`config.mk`:
```
export PLATFORM = sky130hd
export DESIGN_NAME = find_my_best
export DESIGN_NICKNAME = d
export VERILOG_FILES = /design/src/rtl/find_my_best.sv
export SDC_FILE = /design/constraint.sdc
export NUM_CORES = 1
export LEC_CHECK = 0
export ABC_AREA = 0
export CORE_MARGIN = 10
export CORE_UTILIZATION = 25
export DETAILED_ROUTE_END_ITERATION = 12
export GPL_TIMING_DRIVEN = 0
export PLACE_DENSITY = 0.44
export SLEW_MARGIN = 20
export SYNTH_ARGS = -nofsm -noshare
export SYNTH_HDL_FRONTEND = slang
export SYNTH_SLANG_ARGS = --single-unit
```
`constraint.sdc`:
```
create_clock -name clock -period 2.7 [get_ports clock]
set_input_delay 0.54 -clock clock [delete_from_list [all_inputs] [get_ports clock]]
set_output_delay 0.54 -clock clock [all_outputs]
set_load 0.01 [all_outputs]
```
`src/rtl/find_my_best.sv`:
```
// find_my_best: picks the neighbour with the highest Q-value as next hop.
// Scans the neighbour Q-value table and the ID table in node memory. The
// chosen ID is written back to BEST_ADDR and also reported on the best_* ports.
//
// Ports:
//   clock, rst     - clock and synchronous active-high reset
//   en, start      - a start pulse is accepted only in idle while en is high
//   data_in        - memory read data for the address held this cycle
//   address        - registered memory byte address (16-bit words, stride 2)
//   data_out,wr_en - registered memory write data and write strobe
//   best_id/q/idx  - selected neighbour ID, its Q-value and its table index
//   none_found     - the last scan saw a clamped neighbour count of zero
//   busy, done     - busy is high outside idle; done is a one-cycle completion pulse
module find_my_best #(
  parameter int unsigned        ADDR_W       = 11,
  parameter int unsigned        WORD_W       = 16,
  parameter int unsigned        MAX_NBR      = 16,
  parameter logic [ADDR_W-1:0]  NBR_CNT_ADDR = 11'h274,
  parameter logic [ADDR_W-1:0]  NBR_ID_BASE  = 11'h072,
  parameter logic [ADDR_W-1:0]  QVAL_BASE    = 11'h052,
  parameter logic [ADDR_W-1:0]  BEST_ADDR    = 11'h276,
  parameter logic [WORD_W-1:0]  NONE_ID      = 16'hFFFF
) (
  input  logic              clock,
  input  logic              rst,
  input  logic              en,
  input  logic              start,
  input  logic [WORD_W-1:0] data_in,
  output logic [ADDR_W-1:0] address,
  output logic [WORD_W-1:0] data_out,
  output logic              wr_en,
  output logic [WORD_W-1:0] best_id,
  output logic [WORD_W-1:0] best_q,
  output logic [4:0]        best_idx,
  output logic              none_found,
  output logic              busy,
  output logic              done
);

  localparam int unsigned IDX_W = 5;

  typedef enum logic [2:0] {
    S_IDLE,
    S_RD_CNT,
    S_RD_Q,
    S_RD_ID,
    S_WR_BEST,
    S_DONE
  } state_t;

  state_t             state;
  logic [IDX_W-1:0]   i;
  logic [IDX_W-1:0]   cnt;
  logic [WORD_W-1:0]  q;
  logic [WORD_W-1:0]  cur_best_q;
  logic [WORD_W-1:0]  cur_best_id;
  logic [IDX_W-1:0]   cur_best_idx;
  logic               have_best;

  logic [IDX_W-1:0]   i_nxt_c;
  logic [IDX_W-1:0]   cnt_clamped_c;
  logic               take_cand_c;

  // Next index, clamped neighbour count and candidate acceptance
  always_comb begin
    i_nxt_c       = i + IDX_W'(1);
    cnt_clamped_c = (data_in > WORD_W'(MAX_NBR)) ? IDX_W'(MAX_NBR) : IDX_W'(data_in);
    // Strict greater-than keeps the lower index on equal Q-values
    take_cand_c   = !have_best || (q > cur_best_q);
  end

  // Scan controller with registered outputs
  always_ff @(posedge clock) begin
    if (rst) begin
      state        <= S_IDLE;
      address      <= '0;
      data_out     <= '0;
      wr_en        <= 1'b0;
      done         <= 1'b0;
      busy         <= 1'b0;
      best_id      <= NONE_ID;
      best_q       <= '0;
      best_idx     <= '0;
      none_found   <= 1'b0;
      i            <= '0;
      cnt          <= '0;
      q            <= '0;
      cur_best_q   <= '0;
      cur_best_id  <= NONE_ID;
      cur_best_idx <= '0;
      have_best    <= 1'b0;
    end else begin
      wr_en <= 1'b0;
      done  <= 1'b0;
      case (state)
        S_IDLE: begin
          if (en && start) begin
            address      <= NBR_CNT_ADDR;
            i            <= '0;
            cur_best_q   <= '0;
            cur_best_id  <= NONE_ID;
            cur_best_idx <= '0;
            have_best    <= 1'b0;
            busy         <= 1'b1;
            state        <= S_RD_CNT;
          end
        end
        S_RD_CNT: begin
          cnt <= cnt_clamped_c;
          if (cnt_clamped_c == '0) begin
            state <= S_WR_BEST;
          end else begin
            address <= QVAL_BASE;
            state   <= S_RD_Q;
          end
        end
        S_RD_Q: begin
          q       <= data_in;
          address <= NBR_ID_BASE + ADDR_W'({i, 1'b0});
          state   <= S_RD_ID;
        end
        S_RD_ID: begin
          if (take_cand_c) begin
            cur_best_q   <= q;
            cur_best_id  <= data_in;
            cur_best_idx <= i;
            have_best    <= 1'b1;
          end
          i <= i_nxt_c;
          if (i_nxt_c == cnt) begin
            state <= S_WR_BEST;
          end else begin
            address <= QVAL_BASE + ADDR_W'({i_nxt_c, 1'b0});
            state   <= S_RD_Q;
          end
        end
        S_WR_BEST: begin
          address  <= BEST_ADDR;
          data_out <= cur_best_id;
          wr_en    <= 1'b1;
          state    <= S_DONE;
        end
        S_DONE: begin
          done       <= 1'b1;
          busy       <= 1'b0;
          best_id    <= cur_best_id;
          best_q     <= cur_best_q;
          best_idx   <= cur_best_idx;
          none_found <= (cnt == '0);
          state      <= S_IDLE;
        end
        default: begin
          busy  <= 1'b0;
          state <= S_IDLE;
        end
      endcase
    end
  end

endmodule

```
## Word level (Yosys, flattened, before mapping)

Cells that the tools add are included.

- Add/subtract/negate cells: 3
- Bitwise logic cells: 1
- $lt $le $gt $ge: 2
- Reductions and logical operators: 13
- Equal/unequal tests: 10
- Mux-type cells: 26

Operator list:

| cell | count |
|---|---|
| $mux W16 | 4 |
| $pmux W16 S2 | 2 |
| $pmux W11 S5 | 1 |
| $mux W11 | 3 |
| $pmux W5 S2 | 2 |
| $add A7 B6 Y8 const A | 2 |
| $gt A16 B16 Y1 | 1 |
| $gt A16 B5 Y1 const B | 1 |
| $mux W5 | 3 |
| $pmux W3 S5 | 1 |
| $logic_not A5 Y1 | 2 |
| $mux W3 | 3 |
| $ne A2 B2 Y1 const B | 4 |
| $eq A3 B2 Y1 const B | 2 |
| $eq A3 B3 Y1 const B | 2 |
| $add A5 B1 Y5 const B | 1 |
| $eq A5 B5 Y1 | 1 |
| $mux W1 | 5 |
| $reduce_bool A5 Y1 | 1 |
| $pmux W1 S2 | 2 |
| $reduce_and A2 Y1 | 2 |
| $reduce_and A4 Y1 | 1 |
| $reduce_or A4 Y1 | 1 |
| $eq A3 B1 Y1 const B | 1 |
| other kinds (7) | 7 |

- Word-level logic and storage cells: 72
- Output and inout bits: 68
- Register bits after elaboration: 135
- Input port bits: 20

## Longest topological paths before layout

- Depth in word-level cells: 5
- Mapped depth: 9
- Mapped depth without buffers: 8

## Least setup slack after synthesis

Ideal clock, no wire load.

- Kind: register to register
- Start: register cur_best_q[14]
- End: register cur_best_q[10]
- Data required time: 2.630 ns
- Slack: 0.597 ns
- Arrival: 2.032 ns
- Period minus slack after synthesis: 2.103 ns
- Stages on the path, launching flop included: 9
- Cells stage by stage: dfxtp_1 > inv_1 > ha_1 > a21o_1 > a221o_1 > o311ai_4 > buf_2 > nand3_1 > a21oi_1

- Longest elaborated chain between the ends: 4

RTL lines:

| what | line | RTL |
|---|---|---|
| start: declaration | 55 | `logic [WORD_W-1:0] cur_best_q;` |
| start signal: assignment | 124 | `cur_best_q <= q;` |
| $gt A16 B16 Y1 | 69 | `take_cand_c = !have_best \|\| (q > cur_best_q);` |
| $logic_or A1 B1 Y1 | 69 |  |
| $ne A2 B2 Y1 (no source line) | -- |  |
| $reduce_and A3 Y1 (no source line) | -- |  |

No other way between the ends.
A chain may end at the register's enable or synchronous reset.

## Final worst setup path

- Start: register cur_best_q[15]
- End: register cur_best_id[10]

- Longest elaborated chain between the ends: 4

RTL lines:

| what | line | RTL |
|---|---|---|
| $gt A16 B16 Y1 | 69 |  |
| $logic_or A1 B1 Y1 | 69 |  |
| $ne A2 B2 Y1 (no source line) | -- |  |
| $reduce_and A3 Y1 (no source line) | -- |  |
| end signal: assignment | 125 | `cur_best_id <= data_in;` |
| end: declaration | 56 | `logic [WORD_W-1:0] cur_best_id;` |

No other way between the ends.

==> run metrics <==
Tcrit/Tclk final 0.905; post-DR vias/cell 4.51; crit path kind register to register; grt met3 use 0.0306; Final #Nets 875; Synth-to-Final Area Change 32.5%; Logic pwr share 0.075; DRC viols 0; Placer Congestion slightly above 0.8; main combinational cell family by area after synthesis simple AND/OR/NAND/NOR gates; startpoint types register; hold path depth 2; EDFF count, synth 0; Slew Viols, Final 0; Hold WS 0.451 ns; Seq/Total Area, Yosys 0.455; Worst Path Required 3.00 ns; ANT nets after route 0; critical path's top delay family simple AND/OR/NAND/NOR gates; first-pass GRT wire length 29400 um; Top FF cell, synth dfxtp_1; post-layout util 0.338; Tot GR Track Use 0.128; element type at the critical path end register; simple-gate portion of the synthesized area 0.270; flops & latches, synth 132; vias in the first global route 5104; initial antenna violation count 1; die outline width 172 um; Worst Hold Launch address[9]; TritonCTS clock tree built; Slew @ Worst Pin approximately 0.86 ns; Reg2Reg Setup Slack between 0.2 and 0.3 ns; final WL 18900 um; Detailed Place HPWL 14300 um; post-synth top area cell dfxtp_1; Port Buffers 84; Worst Skew 0.0113 ns; RSZ-0062 raised after global routing false; Setup Slack @ Placement -0.132 ns; H-tree depth 4; layout cells sized above 1 0.0766; Final Critical Period 2.44 ns; Compound-Gate Fraction of Synth Area 0.162; area share of the largest cell type after synthesis 0.455; syn avg cell area 7.97 um2; worst stage delay on the critical path 0.36 ns; Die Y-Extent 172 um; crit path DAT 2.75 ns; Fillers between 2000 and 2500; Synth Area in XOR/XNOR 0.0136; CP Max Fanout 10; core area 22800 um2; Final Hold Fails 0; Synth area leaders dfxtp_1, nand2_1, a21oi_1; sw frac 0.253; 1st-iter DRT viols 345; Cell Chain, Critical Path inv_1, ha_1, nand4_1, nor4_2, a21boi_2, o311ai_4, buf_4, buf_2, nor3_1, a21oi_1; maximum VDD drop 369 uV; GR peak layer met2; YS warnings 0; slowest CP cell nor4_2; Num CTS Buffers 17; Synth async-reset ratio 0; gr ovfl total 0; Synth Instances around 730; clock-pin slew on the worst setup and hold paths 0.06 ns; Sw Pwr 1.22 mW; setup_tns 0 ns; antenna diode count 0; vias post-DR 5242; worst skew pair latency 0.43 ns; GR Util met1 0.165; Leak ~2.7 nW; final setup vio count 0; number of primary I/O pins between 80 and 90; Highest Clock Rate 409 MHz; Clock power frac 0.509; post-synthesis mux area share 0.00172; largest net degree at the start of global routing 17; CTS Hold Bufs 0; Worst Hold Path EP address[9]; post-DR wirelength/cell between 15 and 20 um; Synth Cell Area 5810 um2; Max Cap Violations 0; first drt pass iteration count 6; Pint 3.60 mW; Synth Area in Adders 0.0409; total die area 29700 um2; Min-Delay Path Class register to register; status completed; M2 GR Usage 0.208; Pwr Density 627 nW/um2; clock tree buffer depth 2; CTS root buf clkbuf_16; starting density of the core 0.255; Slew HR 0.420; Netlist cell types 54; final worst slack roughly 0.26 ns; placement row count 55; buffer and inverter count on the worst path 3; r2r worst-path depth 10; worst r2r src cur_best_q[15]; power share of the sequential group 0.416; clock sink total 132; Worst R2R End cur_best_id[10]
-- power groups by stage --
| stage | sequential [mW] | combinational, mW | clock [mW] |
|---|---|---|---|
| after global placement | 2.05 | 0.363 | 0 |
| after CTS | 2.01 | 0.364 | 2.51 |
| after floorplan | 2.05 | 0.213 | 0 |
| final | 2.01 | 0.363 | 2.46 |
| after global routing | 2.01 | 0.406 | 2.59 |
| after detailed placement | 2.05 | 0.362 | 0 |
-- cells in the mapped netlist (all sizes together), types with 2 or more instances --
library cell,number
a2111oi,3
a211oi,3
a21boi,2
a21o,3
a21oi,111
a22oi,3
a311oi,2
a31oi,3
and2,2
and3,6
buf,17
clkbuf,38
dfxtp,132
ha,19
inv,22
nand2,181
nand2b,7
nand3,30
nand3b,20
nand4,6
nor2,24
nor2b,5
nor3,38
nor4,4
nor4b,2
o2111ai,2
o211ai,3
o21ai,10
o221ai,2
or2,3
or3,2
or4,5
xnor2,7
xor2,2
-- final cells by class --
| class | instances | area [um2] | area share |
|---|---|---|---|
| multi-input combinational | 522 | 2860 | 0.372 |
| sequential | 132 | 2640 | 0.344 |
| timing repair buffer | 86 | 856 | 0.111 |
| clock buffer | 17 | 425 | 0.0553 |
| tap | 313 | 392 | 0.0509 |
| buffer | 55 | 239 | 0.0311 |
| clock inverter | 15 | 195 | 0.0254 |
| inverter | 22 | 82.6 | 0.0107 |
-- stage by stage --
stage / cell area, um2 / power, mW / instances
6_report: 7690 / 4.83 / 1162
5_1_grt: 7690 / 5.01 / 1162
4_1_cts: 7670 / 4.88 / 1160
3_5_place_dp: 7050 / 2.41 / 1128
3_3_place_gp: 7050 / 2.41 / 1128
2_1_floorplan: 5810 / 2.26 / 731
-- how the worst max path moves through the flow --
stage | end | cells after the start | slack (ns) | startpoint
5_1_grt | cur_best_id[10] | 10 | 0.07 | cur_best_q[15]
6_report | cur_best_id[10] | 10 | 0.26 | cur_best_q[15]
3_5_place_dp | address[6] | 7 | -0.13 | data_in[0]
3_3_place_gp | address[1] | 7 | -0.15 | data_in[5]
4_1_cts | cur_best_id[8] | 7 | 0.14 | cur_best_q[14]
2_1_floorplan | cur_best_q[10] | 8 | 0.60 | cur_best_q[14]
-- cells in the final DEF (no fill, tap or decap), drive strengths merged, types with 3 or more instances in the layout --
cell	netlist	final
clkbuf	38	55
a2111oi	3	3
nor4	4	4
and3	6	6
o211ai	3	3
or4	5	5
nor2b	5	5
nand4	6	6
a31oi	3	3
clkinvlp	0	3
nor3	38	38
bufinv	0	3
nand3	30	30
o21ai	10	10
a211oi	3	3
buf	17	19
nand2	181	181
xnor2	7	7
conb	1	3
ha	19	19
clkdlybuf4s50	0	84
nor2	24	24
or2	3	3
nand3b	20	20
inv	22	29
a21o	3	3
dfxtp	132	132
nand2b	7	7
a21oi	111	111
a22oi	3	3
-- state kept, by name (all words and copies together), names as in the netlist, 3 cells and up --
| signal | cells |
|---|---|
| best_q | 16 |
| data_out | 16 |
| cur_best_idx | 5 |
| q | 16 |
| cur_best_q | 16 |
| best_idx | 5 |
| i | 5 |
| state | 3 |
| cur_best_id | 16 |
| cnt | 5 |
| address | 8 |
| best_id | 16 |
-- worst register-to-register path, delay by kind of cell, from the launching register on --
kind	cells	cell delay, ns
fa+ha+maj	1	0.31
flops	1	0.35
simple gates	3	0.77
compound gates	3	0.50
buf+inv	3	0.41
-- routing by layer --
| layer | share of wire | up-vias |
|---|---|---|
| li1 | - | 2709 |
| met1 | 0.48 | 2428 |
| met2 | 0.46 | 92 |
| met3 | 0.046 | 13 |
| met4 | 0.010 | 0 |
| met5 | 0 | - |
-- cells by family (layout without fill, tap and decap cells) --
kind of cell / count (synthesis) / in the layout
other: 1 / 3
DFF: 132 / 132
muxes: 1 / 1
and+or+nand+nor: 336 / 336
buffers and inverters: 77 / 195
xor gates and xnor gates: 9 / 9
adders and majority gates: 19 / 19
AOI/OAI and AO/OA: 154 / 154
-- timing repair --
action,CTS,global route
setup endpoints to repair,0,18
setup buffers,0,2
resized for setup,0,3
No activity file was read; power rests on OpenSTA's default activity.
